## config.mk

```make
export PLATFORM = sky130hd
export DESIGN_NAME = rom68k_arb
export DESIGN_NICKNAME = d
export VERILOG_FILES = /design/src/rtl/rom68k_arb.sv
export SDC_FILE = /design/constraint.sdc
export NUM_CORES = 1
export LEC_CHECK = 0
export CAP_MARGIN = 5
export CORE_MARGIN = 4
export CORE_UTILIZATION = 59
export DETAILED_ROUTE_END_ITERATION = 16
export DONT_BUFFER_PORTS = 1
export PLACE_DENSITY_LB_ADDON = 0.05
export RECOVER_POWER = 50
export SLEW_MARGIN = 20
export SYNTH_ARGS = -nofsm -noshare
export SYNTH_HDL_FRONTEND = slang
export SYNTH_SLANG_ARGS = --single-unit
```

## constraint.sdc

```tcl
create_clock -name clk -period 2.15 [get_ports clk]
set_clock_uncertainty 0.15 [all_clocks]
set_input_delay 0.645 -clock clk [delete_from_list [all_inputs] [get_ports clk]]
set_output_delay 0.645 -clock clk [all_outputs]
set_load 0.01 [all_outputs]
```

## src/rtl/rom68k_arb.sv

```systemverilog
// ============================================================================
// Module   : rom68k_arb
// Purpose  : Round-robin two-port arbiter/sequencer in front of the 68k code ROM
// Revision : 1.0
// ============================================================================
`default_nettype none

module rom68k_arb #(
  parameter int ADDR_W  = 16,
  parameter int DATA_W  = 16,
  parameter int TIMEOUT = 15
) (
  input  logic              clk,
  input  logic              rst_n,
  input  logic              p0_req,
  input  logic [ADDR_W-1:0] p0_addr,
  output logic              p0_ack,
  output logic [DATA_W-1:0] p0_data,
  input  logic              p1_req,
  input  logic [ADDR_W-1:0] p1_addr,
  output logic              p1_ack,
  output logic [DATA_W-1:0] p1_data,
  output logic              p_err,
  output logic              rom_req,
  output logic [ADDR_W-1:0] rom_addr,
  input  logic              rom_ack,
  input  logic [DATA_W-1:0] rom_data
);

  localparam logic [1:0] c_IDLE  = 2'd0;
  localparam logic [1:0] c_ISSUE = 2'd1;
  localparam logic [1:0] c_WAIT  = 2'd2;
  localparam logic [1:0] c_DONE  = 2'd3;

  localparam logic [7:0] c_CNT_LAST = 8'(TIMEOUT - 1);

  logic [1:0]        state_q, state_d;
  logic              gnt_q, gnt_d;
  logic              last_q, last_d;
  logic [ADDR_W-1:0] addr_q, addr_d;
  logic [7:0]        cnt_q, cnt_d;
  logic              err_q, err_d;
  logic [DATA_W-1:0] p0_data_q, p0_data_d;
  logic [DATA_W-1:0] p1_data_q, p1_data_d;
  logic              w_win;

  // On a tie the port that was not served last wins; otherwise the sole requester.
  always_comb begin
    if (p0_req && p1_req) begin
      w_win = ~last_q;
    end else begin
      w_win = p1_req;
    end
  end

  always_comb begin
    state_d   = state_q;
    gnt_d     = gnt_q;
    last_d    = last_q;
    addr_d    = addr_q;
    cnt_d     = cnt_q;
    err_d     = err_q;
    p0_data_d = p0_data_q;
    p1_data_d = p1_data_q;

    case (state_q)
      c_IDLE: begin
        if (p0_req || p1_req) begin
          gnt_d   = w_win;
          addr_d  = w_win ? p1_addr : p0_addr;
          state_d = c_ISSUE;
        end
      end
      c_ISSUE: begin
        cnt_d   = 8'd0;
        state_d = c_WAIT;
      end
      c_WAIT: begin
        if (rom_ack) begin
          if (gnt_q) begin
            p1_data_d = rom_data;
          end else begin
            p0_data_d = rom_data;
          end
          state_d = c_DONE;
        end else if (cnt_q == c_CNT_LAST) begin
          if (gnt_q) begin
            p1_data_d = '1;
          end else begin
            p0_data_d = '1;
          end
          err_d   = 1'b1;
          state_d = c_DONE;
        end else begin
          cnt_d = cnt_q + 8'd1;
        end
      end
      c_DONE: begin
        err_d   = 1'b0;
        last_d  = gnt_q;
        state_d = c_IDLE;
      end
      default: begin
        state_d = c_IDLE;
      end
    endcase
  end

  always_ff @(posedge clk or negedge rst_n) begin
    if (!rst_n) begin
      state_q   <= c_IDLE;
      gnt_q     <= 1'b0;
      last_q    <= 1'b1;
      addr_q    <= '0;
      cnt_q     <= 8'd0;
      err_q     <= 1'b0;
      p0_data_q <= '0;
      p1_data_q <= '0;
    end else begin
      state_q   <= state_d;
      gnt_q     <= gnt_d;
      last_q    <= last_d;
      addr_q    <= addr_d;
      cnt_q     <= cnt_d;
      err_q     <= err_d;
      p0_data_q <= p0_data_d;
      p1_data_q <= p1_data_d;
    end
  end

  // Every output is a register or a pure decode of registered state.
  assign rom_req  = (state_q == c_ISSUE);
  assign rom_addr = addr_q;
  assign p0_ack   = (state_q == c_DONE) && !gnt_q;
  assign p1_ack   = (state_q == c_DONE) &&  gnt_q;
  assign p_err    = (state_q == c_DONE) &&  err_q;
  assign p0_data  = p0_data_q;
  assign p1_data  = p1_data_q;

endmodule

`default_nettype wire
```

==> flow_summary_export.csv, run 1 <==
group,metric,value,unit
setup_path,crit_path_end_kind,"output port",
cts,cts.path.max_buffers,2,
finish,post_layout_nonfiller_instances,395,
setup_path,path_class,"register to output port",
finish,diodes,0,
cts,h-tree-depth,3,
finish,nets,383,
yosys,synth_seq_cells,61,
sta,drv_slew,0,
yosys,synth_top_area_share,48.9,%
yosys,post-synth-top-count-cell,"o21ai_0",
setup_path,cp-start-kind,"register",
yosys,syn_nets,374,
global_routing,met3_usage,9.98,%
routing,wirelength,7.13,mm
yosys,ys.flop_type,"dfrtp_1",
setup_path,cp_top_family,"flip-flops",
cts,cts_sinks,61,
cts,cts_buffers,9,
cts,cts_tree,"yes",
setup_path,crit_path_max_fanout,5,
sta,fmax,488,MHz
global_routing,gr-max-usage-layer,"met2",
yosys,synth_area,0.00307,mm^2
yosys,synth_commonest_cells,"o21ai_0, dfrtp_1, nand2_1, mux2i_1, clkbuf_1",
outcome,status,"finished with violations",
placed_design,place.gp.congestion,0.855,
yosys,async_reset_ff_share,100,%
yosys,yosys_warnings,0,
sta,worstMarginPinSlew,0.736,ns
setup_path,startpoint,"state_q[1]$_DFFE_PN0P_",
sta,rsz0062_at_grt,"no",
worst_hold_path,hp-class,"primary input to async pin",
floorplanning,dieHeight,80.2,um
cts,cts_setup_buffers,0,
sta,finalSetupViolCount,0,
flow_run,cap_violations,0,
global_routing,grt_max_degree,62,
floorplanning,ios,105,
pwr,leakagePower,1.39,nW
global_routing,grt.overflow.total,0,
sta,fin_crit,2.05,ns
routing,drc_errors,0,
placed_design,dp.cells,379,
yosys,avgSynthCellArea,9.78,um^2
routing,first_pass_iters,4,
routing,drt-vias-per-instance,6.20,
global_routing,grt_pass1_vias,2512,
finish,syn_to_final_growth,9.78,%
setup_path,cpPeakStageDelay,0.41,ns
pwr,power_density,1330,mW/mm^2
floorplanning,die_x,80.2,um
floorplanning,initial_utilization,62.9,%
sta,slew_headroom,50.8,%
setup_path,cp_slowest_cell,"dfrtp_1",
sta,tns,0,ns
global_routing,use_met1,31.7,%
yosys,synth_cells,314,
yosys,synthDistinctLibCells,46,
finish,drive_gt1_share,14.0,%
global_routing,grt_first_pass_wirelength,12.1,mm
sta,min_period_over_period,95.4,%
sta,finalHoldViolations,60,
floorplanning,die_area,0.00642,mm^2
cts,clk_pin_slew_worst_paths,0.07,ns
cts,worstSkewPairLatency,0.33,ns
sta,layout_setup_ws,0.0995,ns
global_routing,grt_antenna_before_repair,0,
cts,cts_root_buffer,"clkbuf_8",
yosys,synth_top_area_cell,"dfrtp_1",
placed_design,io_buffers,0,
placed_design,place_hpwl,4.96,mm
routing,num_vias,2448,
setup_path,cp.arrival,1.26,ns
yosys,synthTopCellsByArea,"dfrtp_1, o21ai_0, mux2i_1, nand2_1, ha_1",
pwr,ir_drop,0.706,mV
setup_path,worstPathCellList,"ha_1 -> nor2b_2",
sta,whs,-0.158,ns
floorplanning,core_area,0.00488,mm^2
routing,post_drt_wl_per_cell,18.0,um
floorplanning,rows,25,
global_routing,grt_use_total,24.2,%
setup_path,timing.critical_path.buf_inv,0,
setup_path,r2r-start,"state_q[0]$_DFFE_PN0P_",
routing,ant_nets,0,
yosys,seq_area_frac_synth,49.7,%
outcome,violations,"negative hold slack",
placed_design,place_ws,0.179,ns
finish,fillers,417,
setup_path,crit_required,1.35,ns
routing,drt_iter0_drc,217,
global_routing,use_met2,36.7,%
yosys,synth-edff-count,0,
## registers in the layout, summed over array words and instances, names as in the netlist
signal    cells
p0_data      16
p1_data      16
rom_addr     16
cnt_q         8
state_q       2
err_q         1
gnt_q         1
last_q        1
## layer usage
metal	vias up	share of wire [%]	wire, um
li1	1158	-	-
met1	1166	42	3010
met2	114	46	3290
met3	10	10	717
met4	0	1.5	104
met5	-	0	0
## worst register-to-register path, delay by kind of cell (launching register included)
| kind | cells | cell delay [ns] |
|---|---|---|
| flops | 1 | 0.40 |
| fa+ha+maj | 1 | 0.36 |
| simple gates | 3 | 0.64 |
| buf+inv | 2 | 0.36 |
## cell usage in the layout, fill, tap and decap left out, types with 5 or more instances in the layout
master,synthesis,routed
o211ai_1,7,7
o21ai_1,7,6
nand2b_1,5,5
nand2_1,26,26
clkbuf_8,0,9
nand3_1,7,7
mux2i_1,17,17
inv_1,6,6
o21ai_0,105,105
buf_4,1,20
dfrtp_1,60,60
ha_1,7,7
## final cells by class
class / instances / area (um^2) / share of cell area, %
flip-flops and latches: 61 / 1530 / 45.3
inverters: 6 / 22.5 / 0.668
repair buffers: 20 / 150 / 4.45
multi-input cells: 225 / 1430 / 42.3
well taps: 67 / 83.8 / 2.49
clock buffers: 12 / 135 / 4.01
clock inverters: 4 / 25.0 / 0.742
## report_power, final
group | total (W) | internal, W | switching (W)
Clock | 0.000851 | 0.000415 | 0.000436
Combinational | 0.00137 | 0.000595 | 0.000780
Sequential | 0.00227 | 0.00166 | 0.000602
## path summary, 6_finish.rpt
| kind | to | depth (start not counted) | slack, ns |
|---|---|---|---|
| hold / removal | p0_data[2]$_DFFE_PN0P_ | 0 | -0.16 |
| max in group asynchronous | last_q$_DFFE_PN1N_ | 0 | 1.81 |
| setup / recovery | p0_ack | 2 | 0.1 |
| setup reg to reg | cnt_q[5]$_DFFE_PN0P_ | 6 | 0.18 |
| hold reg to reg | rom_addr[7]$_DFFE_PN0P_ | 2 | 0.40 |
| min in group clk | p0_data[2]$_DFFE_PN0P_ | 2 | 0.31 |
## timing repair
action	CTS	global route
setup endpoints to repair	0	1
endpoints found under the hold margin	60	61
resized for setup	0	1
## stage by stage
| stage | power, W | area [um^2] | hold WS, ns | utilization [%] |
|---|---|---|---|---|
| after detailed placement | 0.00367 | 3210 | 0.201 | 65.8 |
| final | 0.00449 | 3370 | -0.158 | 69.1 |
| after CTS | 0.00452 | 3370 | -0.161 | 69.1 |
| after global placement | 0.00360 | 3200 | 0.201 | 65.6 |
| after global routing | 0.00486 | 3370 | -0.180 | 69.1 |
| after floorplan | 0.00320 | 3070 | 0.199 | - |
## cells by family after synthesis
family / count (synthesis) / synth area share, %
AOI/OAI and AO/OA: 136 / 24.4
and+or+nand+nor: 63 / 12.4
DFF: 61 / 49.7
buffers and inverters: 28 / 4.36
muxes: 19 / 6.27
adders and majority gates: 7 / 2.85
Power figures use the tool's default switching activity.
==> inputs of run 2 (changes only) <==
Settings changed: CAP_MARGIN 5 to 20, TNS_END_PERCENT from default to 5.
==> results of run 2 <==
Final layout, timing and power as in run 1 (identical DEF).
==> inputs of run 3 (changes only) <==
Settings changed: CORE_MARGIN 4 to 2.
==> run 3 against run 2 <==
  * The flow still finishes with violations (negative hold slack)
  * Setup slack improved by 0.0038 ns
  * Critical path depth did not move
  * Wire length decreased by 3.0%
  * Via count decreased by 1.7%
  * Clock power grew 29%
==> flow_summary_export.csv, run 3 (synthesized netlist as in run 1, its figures left out) <==
group,metric,value,unit
global_routing,grt_first_pass_wirelength,11.4,mm
finish,layout_commonest_cell,"o21ai_0",
cts,h-tree-depth,3,
global_routing,grt_max_degree,62,
cts,cts_root_buffer,"clkbuf_8",
global_routing,grt_pass1_vias,2276,
placed_design,io_buffers,0,
global_routing,grt_use_total,24.3,%
setup_path,cp-start-kind,"register",
pwr,sw_frac_of_total,38.9,%
routing,post_drt_wl_per_cell,17.8,um
setup_path,cp.arrival,1.25,ns
finish,nets,374,
routing,num_vias,2406,
setup_path,cp_slowest_cell,"dfrtp_1",
sta,min_period_over_period,95.2,%
routing,drt-vias-per-instance,6.19,
sta,fin_crit,2.05,ns
cts,cts_sinks,61,
placed_design,place_hpwl,4.66,mm
outcome,violations,"negative hold slack",
outcome,status,"finished with violations",
placed_design,place_area,0.00315,mm^2
pwr,ir_drop,0.798,mV
pwr,power_density,1400,mW/mm^2
sta,finalHoldViolations,60,
finish,drive_gt1_share,12.2,%
setup_path,cp_top_family,"flip-flops",
cts,cts_tree,"yes",
flow_run,cap_violations,0,
routing,drt_iter0_drc,151,
cts,cts_setup_buffers,0,
finish,fin_util,66.4,%
pwr,switching_power,0.00184,W
setup_path,crit_path_end_kind,"output port",
finish,diodes,0,
setup_path,path_class,"register to output port",
setup_path,worstPathCellList,"ha_1 -> nor2b_2",
pwr,pwr-share-comb,28.7,%
sta,tns,0,ns
cts,clk_pin_slew_worst_paths,0.08,ns
floorplanning,die_x,76.2,um
pwr,seq_power_share,48.0,%
floorplanning,initial_utilization,60.5,%
sta,whs,-0.155,ns
finish,syn_to_final_growth,9.65,%
floorplanning,rows,26,
sta,fmax,489,MHz
floorplanning,ios,105,
floorplanning,die_area,0.00580,mm^2
sta,drv_slew,0,
pwr,total_power,0.00473,W
cts,cts.path.max_buffers,2,
pwr,internal_power,0.00289,W
routing,drc_errors,0,
setup_path,crit_required,1.35,ns
cts,worstSkewPairLatency,0.33,ns
pwr,clkPwrFrac,23.3,%
sta,slew_headroom,65.0,%
worst_hold_path,hp-class,"primary input to async pin",
floorplanning,core_area,0.00507,mm^2
cts,cts_buffers,9,
sta,finalSetupViolCount,0,
setup_path,cpPeakStageDelay,0.41,ns
routing,first_pass_iters,4,
sta,rsz0062_at_grt,"no",
routing,wirelength,6.91,mm
sta,worstMarginPinSlew,0.524,ns
global_routing,grt_antenna_before_repair,0,
setup_path,timing.critical_path.buf_inv,0,
global_routing,grt.overflow.total,0,
pwr,leakagePower,1.38,nW
routing,ant_nets,0,
floorplanning,dieHeight,76.2,um
setup_path,crit_path_max_fanout,5,
finish,most-common-layout-cells,"o21ai_0, dfrtp_1, nand2_1",
placed_design,place.gp.congestion,0.743,
finish,fin_area,0.00337,mm^2
[run 3: changes by cell type in the layout (fill, tap and decap cells not counted)]
| cell | before | now |
|---|---|---|
| clkbuf_1 | 3 | 1 |
| clkinv_4 | 0 | 2 |
| clkinvlp_4 | 2 | 0 |
| a21oi_2 | 0 | 1 |
| bufinv_16 | 0 | 2 |
| a21oi_4 | 1 | 0 |
| buf_12 | 0 | 1 |
| buf_4 | 20 | 10 |
[run 3: power groups by stage]
stage          Clock (W)  Sequential [W]  Combinational (W)
6_report         0.00110         0.00227            0.00136
5_1_grt          0.00117         0.00234            0.00156
4_1_cts          0.00112         0.00228            0.00136
3_5_place_dp           0         0.00229            0.00136
3_3_place_gp           0         0.00228            0.00130
2_1_floorplan          0         0.00213            0.00106
[run 3: what timing repair did]
| action | CTS | global route |
|---|---|---|
| resized for setup | 0 | 1 |
| endpoints found under the hold margin | 61 | 61 |
| endpoints found under the setup margin | 0 | 1 |
[run 3: final timing paths]
check                           slack, ns                       to               startpoint  depth (start not counted)
worst min-delay path                -0.15   p1_data[7]$_DFFE_PN0P_                    rst_n                          0
worst min register to register       0.40  rom_addr[2]$_DFFE_PN0P_  rom_addr[2]$_DFFE_PN0P_                          2
worst max register to register       0.22     cnt_q[5]$_DFFE_PN0P_   state_q[0]$_DFFE_PN0P_                          6
worst max-delay path                 0.10                   p0_ack   state_q[1]$_DFFE_PN0P_                          2
min in group clk                     0.31   p0_data[7]$_DFFE_PN0P_              rom_data[7]                          2
max in group asynchronous            1.81       last_q$_DFFE_PN1N_                    rst_n                          0
[run 3: per-layer routing]
layer	vias to the layer above	track usage, %	part of all wire, %
met4	0	8.73	1.5
li1	1133	-	-
met1	1156	33.1	45
met5	-	0	0
met2	106	36.5	45
met3	11	8.29	8.9
[run 3: cell type report]
class	count	area, um^2
clock buffer	10	128
timing repair buffer	11	95.1
fill	404	1710
tap	70	87.6
inverter	6	22.5
multi-input combinational	225	1420
clock inverter	6	87.6
sequential	61	1530
[run 3: per-stage QoR]
step                setup WS (ns)  instances
CTS                        0.0489        389
detailed placement          0.254        373
global route               0.0321        389
finish                      0.103        389
global placement            0.327        373
floorplan                   0.394        314
